$ cat src/rtl/sram_mem_controller_if.sv
// MEM-stage request/response strobes and external asynchronous SRAM pins,
// bundled so the controller and its environment share one connection.
interface sram_mem_controller_if;
    logic        mem_r_en;
    logic        mem_w_en;
    logic [31:0] address;
    logic [31:0] wdata;
    logic [31:0] rdata;
    logic        ready;
    logic [17:0] sram_addr;
    logic [15:0] sram_dq_out;
    logic [15:0] sram_dq_in;
    logic        sram_dq_oe;
    logic        sram_we_n;

    // Pipeline + SRAM side: issues requests and returns SRAM read data
    modport master (
        output mem_r_en, mem_w_en, address, wdata, sram_dq_in,
        input  rdata, ready, sram_addr, sram_dq_out, sram_dq_oe, sram_we_n
    );

    // Controller side
    modport slave (
        input  mem_r_en, mem_w_en, address, wdata, sram_dq_in,
        output rdata, ready, sram_addr, sram_dq_out, sram_dq_oe, sram_we_n
    );
endinterface

$ cat src/rtl/sram_mem_controller.sv
// Splits each 32-bit MEM-stage load/store into two 16-bit asynchronous SRAM
// accesses, holding ready low until both halves have completed.
module sram_mem_controller #(
    parameter int unsigned BASE_ADDR   = 1024,
    parameter int unsigned WAIT_CYCLES = 2
) (
    input  logic                 clk,
    input  logic                 rst,
    sram_mem_controller_if.slave bus
);
    localparam int unsigned CNT_W  = 4;
    localparam int unsigned IDX_W  = 17;
    localparam int unsigned HALF_W = 16;
    localparam int unsigned WORD_W = 32;
    localparam int unsigned ADDR_W = IDX_W + 1;
    localparam logic [CNT_W-1:0] CNT_LAST = CNT_W'(WAIT_CYCLES - 1);

    typedef enum logic [1:0] {
        IDLE = 2'd0,
        LOW  = 2'd1,
        HIGH = 2'd2,
        DONE = 2'd3
    } state_t;

    state_t              state_q, state_d;
    logic [CNT_W-1:0]    cnt_q, cnt_d;
    logic                write_q, write_d;
    logic [IDX_W-1:0]    idx_q, idx_d;
    logic [WORD_W-1:0]   wdata_q, wdata_d;

    logic [WORD_W-1:0]   rdata_q;
    logic [ADDR_W-1:0]   sram_addr_q, sram_addr_d;
    logic [HALF_W-1:0]   dq_out_q, dq_out_d;
    logic                dq_oe_q, dq_oe_d;
    logic                we_n_q, we_n_d;

    logic                req;
    logic                in_phase_d;
    logic                half_d;
    logic                cap_lo;
    logic                cap_hi;
    logic [WORD_W-1:0]   offset;
    logic                unused_offset_bits;

    // Word index relative to BASE_ADDR with 32-bit wrap; byte lane bits dropped
    assign offset             = bus.address - WORD_W'(BASE_ADDR);
    assign unused_offset_bits = ^{offset[WORD_W-1:IDX_W+2], offset[1:0]};

    assign req       = bus.mem_r_en | bus.mem_w_en;
    assign bus.ready = ((state_q == IDLE) && !req) || (state_q == DONE);

    assign bus.rdata       = rdata_q;
    assign bus.sram_addr   = sram_addr_q;
    assign bus.sram_dq_out = dq_out_q;
    assign bus.sram_dq_oe  = dq_oe_q;
    assign bus.sram_we_n   = we_n_q;

    // Read data is sampled on the last cycle of each halfword phase
    assign cap_lo = (state_q == LOW)  && (cnt_q == CNT_LAST) && !write_q;
    assign cap_hi = (state_q == HIGH) && (cnt_q == CNT_LAST) && !write_q;

    // Next-state logic and the SRAM pin values for the cycle being entered
    always_comb begin
        state_d     = state_q;
        cnt_d       = cnt_q;
        write_d     = write_q;
        idx_d       = idx_q;
        wdata_d     = wdata_q;
        sram_addr_d = sram_addr_q;
        dq_out_d    = dq_out_q;
        dq_oe_d     = 1'b0;
        we_n_d      = 1'b1;
        in_phase_d  = 1'b0;
        half_d      = 1'b0;

        case (state_q)
            IDLE: begin
                if (req) begin
                    state_d = LOW;
                    cnt_d   = '0;
                    write_d = bus.mem_w_en;
                    idx_d   = offset[IDX_W+1:2];
                    wdata_d = bus.wdata;
                end
            end
            LOW: begin
                if (cnt_q == CNT_LAST) begin
                    state_d = HIGH;
                    cnt_d   = '0;
                end else begin
                    cnt_d = cnt_q + CNT_W'(1);
                end
            end
            HIGH: begin
                if (cnt_q == CNT_LAST) begin
                    state_d = DONE;
                    cnt_d   = '0;
                end else begin
                    cnt_d = cnt_q + CNT_W'(1);
                end
            end
            DONE: begin
                state_d = IDLE;
            end
            default: begin
                state_d = IDLE;
                cnt_d   = '0;
            end
        endcase

        in_phase_d = (state_d == LOW) || (state_d == HIGH);
        half_d     = (state_d == HIGH);

        // we_n releases on the last phase cycle so its rising edge sees stable addr/data
        if (in_phase_d) begin
            sram_addr_d = {idx_d, half_d};
            dq_oe_d     = write_d;
            we_n_d      = !(write_d && (cnt_d != CNT_LAST));
            if (write_d) begin
                dq_out_d = half_d ? wdata_d[WORD_W-1:HALF_W] : wdata_d[HALF_W-1:0];
            end
        end
    end

    always_ff @(posedge clk) begin
        if (rst) begin
            state_q     <= IDLE;
            cnt_q       <= '0;
            write_q     <= 1'b0;
            idx_q       <= '0;
            wdata_q     <= '0;
            rdata_q     <= '0;
            sram_addr_q <= '0;
            dq_out_q    <= '0;
            dq_oe_q     <= 1'b0;
            we_n_q      <= 1'b1;
        end else begin
            state_q     <= state_d;
            cnt_q       <= cnt_d;
            write_q     <= write_d;
            idx_q       <= idx_d;
            wdata_q     <= wdata_d;
            sram_addr_q <= sram_addr_d;
            dq_out_q    <= dq_out_d;
            dq_oe_q     <= dq_oe_d;
            we_n_q      <= we_n_d;
            if (cap_lo) begin
                rdata_q[HALF_W-1:0] <= bus.sram_dq_in;
            end
            if (cap_hi) begin
                rdata_q[WORD_W-1:HALF_W] <= bus.sram_dq_in;
            end
        end
    end
endmodule

$ cat src/flat_wrapper.sv
// flat-port wrapper written by rule: the top's interface ports become plain ports
module sram_mem_controller_flat 
#(
    parameter int unsigned BASE_ADDR   = 1024,
    parameter int unsigned WAIT_CYCLES = 2
)
  (clk, rst, bus_mem_r_en, bus_mem_w_en, bus_address, bus_wdata, bus_sram_dq_in, bus_rdata, bus_ready, bus_sram_addr, bus_sram_dq_out, bus_sram_dq_oe, bus_sram_we_n);
  sram_mem_controller_if bus_i ();
  input  logic clk;
  input  logic rst;
  input wire logic [$bits(bus_i.mem_r_en)-1:0] bus_mem_r_en;
  input wire logic [$bits(bus_i.mem_w_en)-1:0] bus_mem_w_en;
  input wire logic [$bits(bus_i.address)-1:0] bus_address;
  input wire logic [$bits(bus_i.wdata)-1:0] bus_wdata;
  input wire logic [$bits(bus_i.sram_dq_in)-1:0] bus_sram_dq_in;
  output wire logic [$bits(bus_i.rdata)-1:0] bus_rdata;
  output wire logic [$bits(bus_i.ready)-1:0] bus_ready;
  output wire logic [$bits(bus_i.sram_addr)-1:0] bus_sram_addr;
  output wire logic [$bits(bus_i.sram_dq_out)-1:0] bus_sram_dq_out;
  output wire logic [$bits(bus_i.sram_dq_oe)-1:0] bus_sram_dq_oe;
  output wire logic [$bits(bus_i.sram_we_n)-1:0] bus_sram_we_n;
  assign bus_i.mem_r_en = bus_mem_r_en;
  assign bus_i.mem_w_en = bus_mem_w_en;
  assign bus_i.address = bus_address;
  assign bus_i.wdata = bus_wdata;
  assign bus_i.sram_dq_in = bus_sram_dq_in;
  assign bus_rdata = bus_i.rdata;
  assign bus_ready = bus_i.ready;
  assign bus_sram_addr = bus_i.sram_addr;
  assign bus_sram_dq_out = bus_i.sram_dq_out;
  assign bus_sram_dq_oe = bus_i.sram_dq_oe;
  assign bus_sram_we_n = bus_i.sram_we_n;
  sram_mem_controller #(.BASE_ADDR(BASE_ADDR), .WAIT_CYCLES(WAIT_CYCLES)) u_core (.clk(clk), .rst(rst), .bus(bus_i));
endmodule
$ cat config.mk
export PLATFORM = sky130hd
export DESIGN_NAME = sram_mem_controller_flat
export DESIGN_NICKNAME = d
export VERILOG_FILES = /design/src/rtl/sram_mem_controller_if.sv /design/src/rtl/sram_mem_controller.sv /design/src/flat_wrapper.sv
export SDC_FILE = /design/constraint.sdc
export NUM_CORES = 1
export LEC_CHECK = 0
export ABC_AREA = 1
export CORE_ASPECT_RATIO = 0.8
export CORE_MARGIN = 1
export CORE_UTILIZATION = 40
export CTS_BUF_LIST = sky130_fd_sc_hd__clkbuf_4 sky130_fd_sc_hd__clkbuf_8 sky130_fd_sc_hd__clkbuf_16
export CTS_CLUSTER_DIAMETER = 200
export DETAILED_ROUTE_END_ITERATION = 7
export GPL_TIMING_DRIVEN = 1
export PLACE_DENSITY = 0.72
export SKIP_LAST_GASP = 1
export SLEW_MARGIN = 20
export SYNTH_ARGS = -nofsm -noshare
export SYNTH_HDL_FRONTEND = slang
export SYNTH_SLANG_ARGS = --single-unit
$ cat constraint.sdc
create_clock -name clk -period 3.2 [get_ports clk]
set_input_delay 0.32 -clock clk [delete_from_list [all_inputs] [get_ports clk]]
set_output_delay 0.32 -clock clk [all_outputs]
set_load 0.03 [all_outputs]
# ---- Word-level counts from Yosys, hierarchy flattened
# Index checks and enable logic that the tools add are counted.
dict set report word_totals {
  output_inout_bits 69
  input_bits 84
  register_bits 124
  elab_cells 51
}
dict set report op_classes {
  addsub 2
  n_reduce_logical 15
  n_bitwise 2
  mux 14
  eq_ne 7
}
# cell count
set ops {}
lappend ops {{$mux 32} 2}
lappend ops {{$mux 17} 2}
lappend ops {{$sub 19x11->19 const B} 1}
lappend ops {{$mux 16} 1}
lappend ops {{$mux 4} 2}
lappend ops {{$pmux 2 s4} 1}
lappend ops {{$pmux 4 s2} 1}
lappend ops {{$eq 2x2->1 const B} 3}
lappend ops {{$logic_and 1x1->1} 6}
lappend ops {{$mux 2} 3}
lappend ops {{$add 4x1->4 const B} 1}
lappend ops {{$eq 2x1->1 const B} 2}
lappend ops {{$eq 4x1->1 const B} 1}
lappend ops {{$ne 4x1->1 const B} 1}
lappend ops {{$reduce_or 2->1} 2}
lappend ops {{$logic_not 1->1} 3}
lappend ops {{$logic_not 2->1} 1}
lappend ops {{$logic_or 1x1->1} 2}
lappend ops {{$mux 1} 2}
lappend ops {{$reduce_and 2->1} 1}
lappend ops {{$not 1->1} 1}
lappend ops {{$or 1x1->1} 1}

# ---- Longest topological paths before layout
dict set report depth {
  ltp_word 7
  ltp_mapped 14
  ltp_nobuf 13
}

# ---- Least setup slack after synthesis
# No wires, ideal clock.
dict set report synth_path {
  path_kind {flip-flop to flip-flop}
  startpoint {register u_core.state_q[1]}
  endpoint {register u_core.sram_addr_q[11], in the netlist u_core.bus.sram_addr[11]}
  slack_ps 1085
  n_path_buf 1
  path_stages_with_launch 12
  period_less_slack_ps 2115
  t_required_ps 3084
  arrival_ps 1998
  setup_ps 116
  cell_sequence {dfxtp_1 > inv_1 > ha_1 > a21oi_1 > o21ai_0 > nand2_1 > o21ai_0 > ha_1 > clkinv_1 > clkbuf_1 > o211ai_1 > inv_1}
}
dict set report synth_between {
  elab_chain_cells 4
  elab_cells_between_ends 12
  classes_between {5 x eq/ne; 5 x mux; 2 x reduce/logical}
}
# element line
set synth_rtl {}
lappend synth_rtl {{from (decl)} sram_mem_controller.sv:25} ;# state_t state_q, state_d;
lappend synth_rtl {{from (signal assigned)} sram_mem_controller.sv:138} ;# state_q <= state_d;
lappend synth_rtl {{$eq 2x2->1 (tied with other cells)} sram_mem_controller.sv:76} ;# case (state_q)
lappend synth_rtl {{$pmux 2 s4 (*)} sram_mem_controller.sv:76}
lappend synth_rtl {{net u_core.state_d[1]} sram_mem_controller.sv:25}
lappend synth_rtl {{$eq 2x1->1 / $eq 2x2->1 (equally long branches)} sram_mem_controller.sv:111} ;# in_phase_d = (state_d == LOW) || (state_d == HIGH);
lappend synth_rtl {{$logic_or 1x1->1 (*)} sram_mem_controller.sv:111}
lappend synth_rtl {{to (signal assigned)} sram_mem_controller.sv:143} ;# sram_addr_q <= sram_addr_d;
lappend synth_rtl {{to (decl)} sram_mem_controller.sv:32} ;# logic [ADDR_W-1:0] sram_addr_q, sram_addr_d;
# The timed path passes the listed nets; every way through them passes the cells marked *.
# A chain may end at the register's enable or synchronous reset.

# ---- Worst setup path after layout
dict set report layout_path {
  startpoint {register u_core.cnt_q[0]}
  endpoint {register u_core.sram_addr_q[9], in the netlist u_core.bus.sram_addr[9]}
}
dict set report layout_between {
  elab_chain_cells 5
  elab_cells_between_ends 7
  classes_between {3 x eq/ne; 3 x mux; 1 x reduce/logical}
}
# element line
set layout_rtl {}
lappend layout_rtl {{from (decl)} sram_mem_controller.sv:26} ;# logic [CNT_W-1:0] cnt_q, cnt_d;
lappend layout_rtl {{from (signal assigned)} sram_mem_controller.sv:139} ;# cnt_q <= cnt_d;
lappend layout_rtl {{$eq 4x1->1 (*)} {sram_mem_controller.sv:87, sram_mem_controller.sv:95}}
lappend layout_rtl {{$mux 2, on equally long branches} {sram_mem_controller.sv:95, sram_mem_controller.sv:87}}
lappend layout_rtl {{$pmux 2 s4 (*)} sram_mem_controller.sv:76}
lappend layout_rtl {{$eq 2x1->1 / $eq 2x2->1 (equally long branches)} sram_mem_controller.sv:111}
lappend layout_rtl {{$logic_or 1x1->1 (*)} sram_mem_controller.sv:111}
# Every way passes the cells marked *; elsewhere a longest branch is shown, timed or not.

==> results.cfg <==
[floorplanning]
die_h_um = 105
dieArea_mm2 = 0.0136
placementRows = 37
die_w_um = 130
start_util_pct = 40.9
core_area_mm2 = 0.0129
ios = 153

[drt]
antenna_left = 0
wirelength_um = 12800
wl_per_cell_um = 12.1
drc = 0
dr.pass1.iters = 5
drt_iter0_drc = 293
viasPerCell = 4.50
dr_total_vias = 4756

[layout]
final_util_pct = 57.2
finalNetCount = 963
multi_input_area_mm2 = 0.00222
syn_to_final_growth_pct = 39.8
insertedDiodeCount = 0
seqCellArea_mm2 = 0.00248
final_cells = 1058
drive_above_1_share_pct = 6.46
fillCellCount = 1265

[logic_synthesis]
ys_async_sr_fraction_pct = 0
yosysTopAreaCell = dfxtp_1
synth_cell_types = 30
mappedNetlistArea_mm2 = 0.00527
synth_top_area_share_pct = 47.1
synth_area_per_cell_um2 = 7.11
ys_warn_count = 0
synth-seq-cells = 124
synth_compound_area_share_pct = 11.9
synthCells = 741
yosys.area_share.xor_xnor_pct = 0.333
synth-simple-area-share_pct = 27.8
synth_fa_ha_area_share_pct = 2.14
syn-num-nets = 834
ys_seq_area_share_pct = 47.1
synthTopCellsByCount = nand2_1 (145), nor2_1 (144), dfxtp_1 (124)
synthMuxAreaShare_pct = 0
synth_most_common_cell = nand2_1
synthTopCellsByArea = dfxtp_1 (47%), nand2_1 (10%), nor2_1 (10%)
synth_edf_count = 0
synth_top_family_by_area = simple AND/OR/NAND/NOR gates
ys.flop_type = dfxtp_1

[global_route]
grtUsageMet1_pct = 26.6
grt_pass1_wl_um = 20800
grt_pass1_vias = 4307
met3_usage_pct = 5.99
grt_max_degree = 79
grt_use_total_pct = 19.5
grt_overflow = 0
use_met2_pct = 29.4
grt-busiest-layer = met2
antenna_found_initial = 0

[setup_path]
cp_cell_sequence = ha_1 > nand2_2 > inv_2 > nor2_1 > o21ai_0 > o21ai_0 > ha_1 > clkinv_1 > buf_4 > nor2_1 > nor2_1 > o21ai_0 > inv_1
critPathSlowestCell = ha_1
reg2regPathDepth = 13
path_depth = 13
cp.required_ps = 3490
cpLargestDelayFamily = adder cells
worstPathArrival_ps = 2700
crit_buf_inv = 4
worstPathMaxFanout = 33
crit_path_start_kind = register
end_kind = register
max_stage_delay_ps = 450
worstSetupPathType = register to register

[power_and_ir_drop]
p_leak_nw = 3.20
powerDensity_mw_per_mm2 = 670
ir_drop_mv = 0.359

[sta]
whs_ps = 441
rsz0062_at_grt = no
fin_crit_sh_pct = 75.2
drv_slew = 0
worst_slew_pin_slew_ps = 876
setup_viol = 0
relSlewSlack_pct = 41.5
hold_viol = 0
final.min_clock_period_ps = 2410
max_freq_mhz = 416
setup_tns_ps = 0
fin_skew_ps = 9.82

[cts]
post_cts_buffers = 0
cts-buffers-inserted = 17
clk_latency_ps = 410
clock_path_buffers = 2
hold_buffers = 0
cts_sinks = 124
post_cts_resized = 0
cts-root-buf = clkbuf_16
clkTransAtPathRegs_ps = 60
tritoncts = built
cts-htree-levels = 4

[placement]
dp_cells = 1026
place_congestion = 0.762
place.detailed.hpwl_um = 8400
io_buffers = 137

[hold_path]
holdCritPathClass = register to register
holdPathStages = 2

[flow_run]
max_cap_viol_count = 0

[run_status]
status = finished clean
-- stage by stage --
stage	total power [mW]	instance area [um^2]	setup slack, ps
floorplan	2.56	5270	1090
global placement	2.95	6740	655
detailed placement	2.96	6740	611
CTS	4.98	7360	775
global route	5.19	7360	549
finish	4.94	7360	795
-- final cells by class --
cell class | instances | area share, %
flip-flops and latches | 124 | 33.7
multi-input cells | 484 | 30.2
repair buffers | 147 | 19.7
clock buffers | 22 | 6.63
inverters | 96 | 4.91
well taps | 175 | 2.97
clock inverters | 10 | 1.87
-- state kept, by name, indices dropped and copies added, names as in the netlist --
name,count
u_core.state_q,2
u_core.bus.sram_dq_oe,1
u_core.cnt_q,4
u_core.bus.sram_we_n,1
u_core.bus.sram_dq_out,16
u_core.wdata_q,32
u_core.bus.rdata,32
u_core.write_q,1
u_core.idx_q,17
u_core.bus.sram_addr,18
-- where the power goes --
group,internal (mW),leakage [nW],switching [mW]
Clock,1.32,0.306,0.696
Sequential,1.72,1.02,0.0732
Combinational,0.455,1.87,0.676
Total,3.49,3.20,1.44
-- final timing paths --
path | start | end | slack [ps]
worst max-delay path | u_core.cnt_q[0] | u_core.bus.sram_addr[9] | 790
worst max register to register | u_core.cnt_q[0] | u_core.bus.sram_addr[9] | 790
worst min-delay path | u_core.bus.rdata[9] | u_core.bus.rdata[9] | 440
worst min register to register | u_core.bus.rdata[9] | u_core.bus.rdata[9] | 440
-- placed cells by master, fill, tap and decap left out, types with 2 or more instances in the layout --
| cell | instances |
|---|---|
| nand2_1 | 145 |
| nor2_1 | 144 |
| clkdlybuf4s50_1 | 136 |
| dfxtp_1 | 124 |
| inv_1 | 92 |
| o21ai_0 | 56 |
| nand3_1 | 37 |
| a21oi_1 | 34 |
| clkbuf_16 | 17 |
| or2_1 | 16 |
| o21ai_1 | 16 |
| o211ai_1 | 9 |
| ha_1 | 9 |
| buf_4 | 9 |
| or2_2 | 4 |
| clkinv_2 | 4 |
| clkbuf_8 | 4 |
| and2_1 | 3 |
| bufinv_16 | 3 |
| nand2_2 | 2 |
| inv_2 | 2 |
| clkinv_4 | 2 |
| clkinvlp_4 | 2 |
-- worst min-delay path, stage by stage (launching register included) --
cell     delay (ps)
dfxtp_1         300
inv_1            40
a21oi_1          50
-- cell families (layout without fill, tap and decap cells) --
kind of cell | count (synthesis) | count (layout)
AOI/OAI and AO/OA | 117 | 117
adders and majority gates | 9 | 9
buffers and inverters | 133 | 275
and+or+nand+nor | 356 | 356
xor gates and xnor gates | 2 | 2
DFF | 124 | 124
-- routing by layer --
layer  part of all wire (%)  routed length (um)  vias to the layer above
met5                      0                   0                        -
met4                   0.56                  72                        0
met3                    6.4                 824                        5
met2                     42                5410                      123
met1                     51                6490                     2083
li1                       -                   -                     2545
Power figures use the tool's default switching activity.
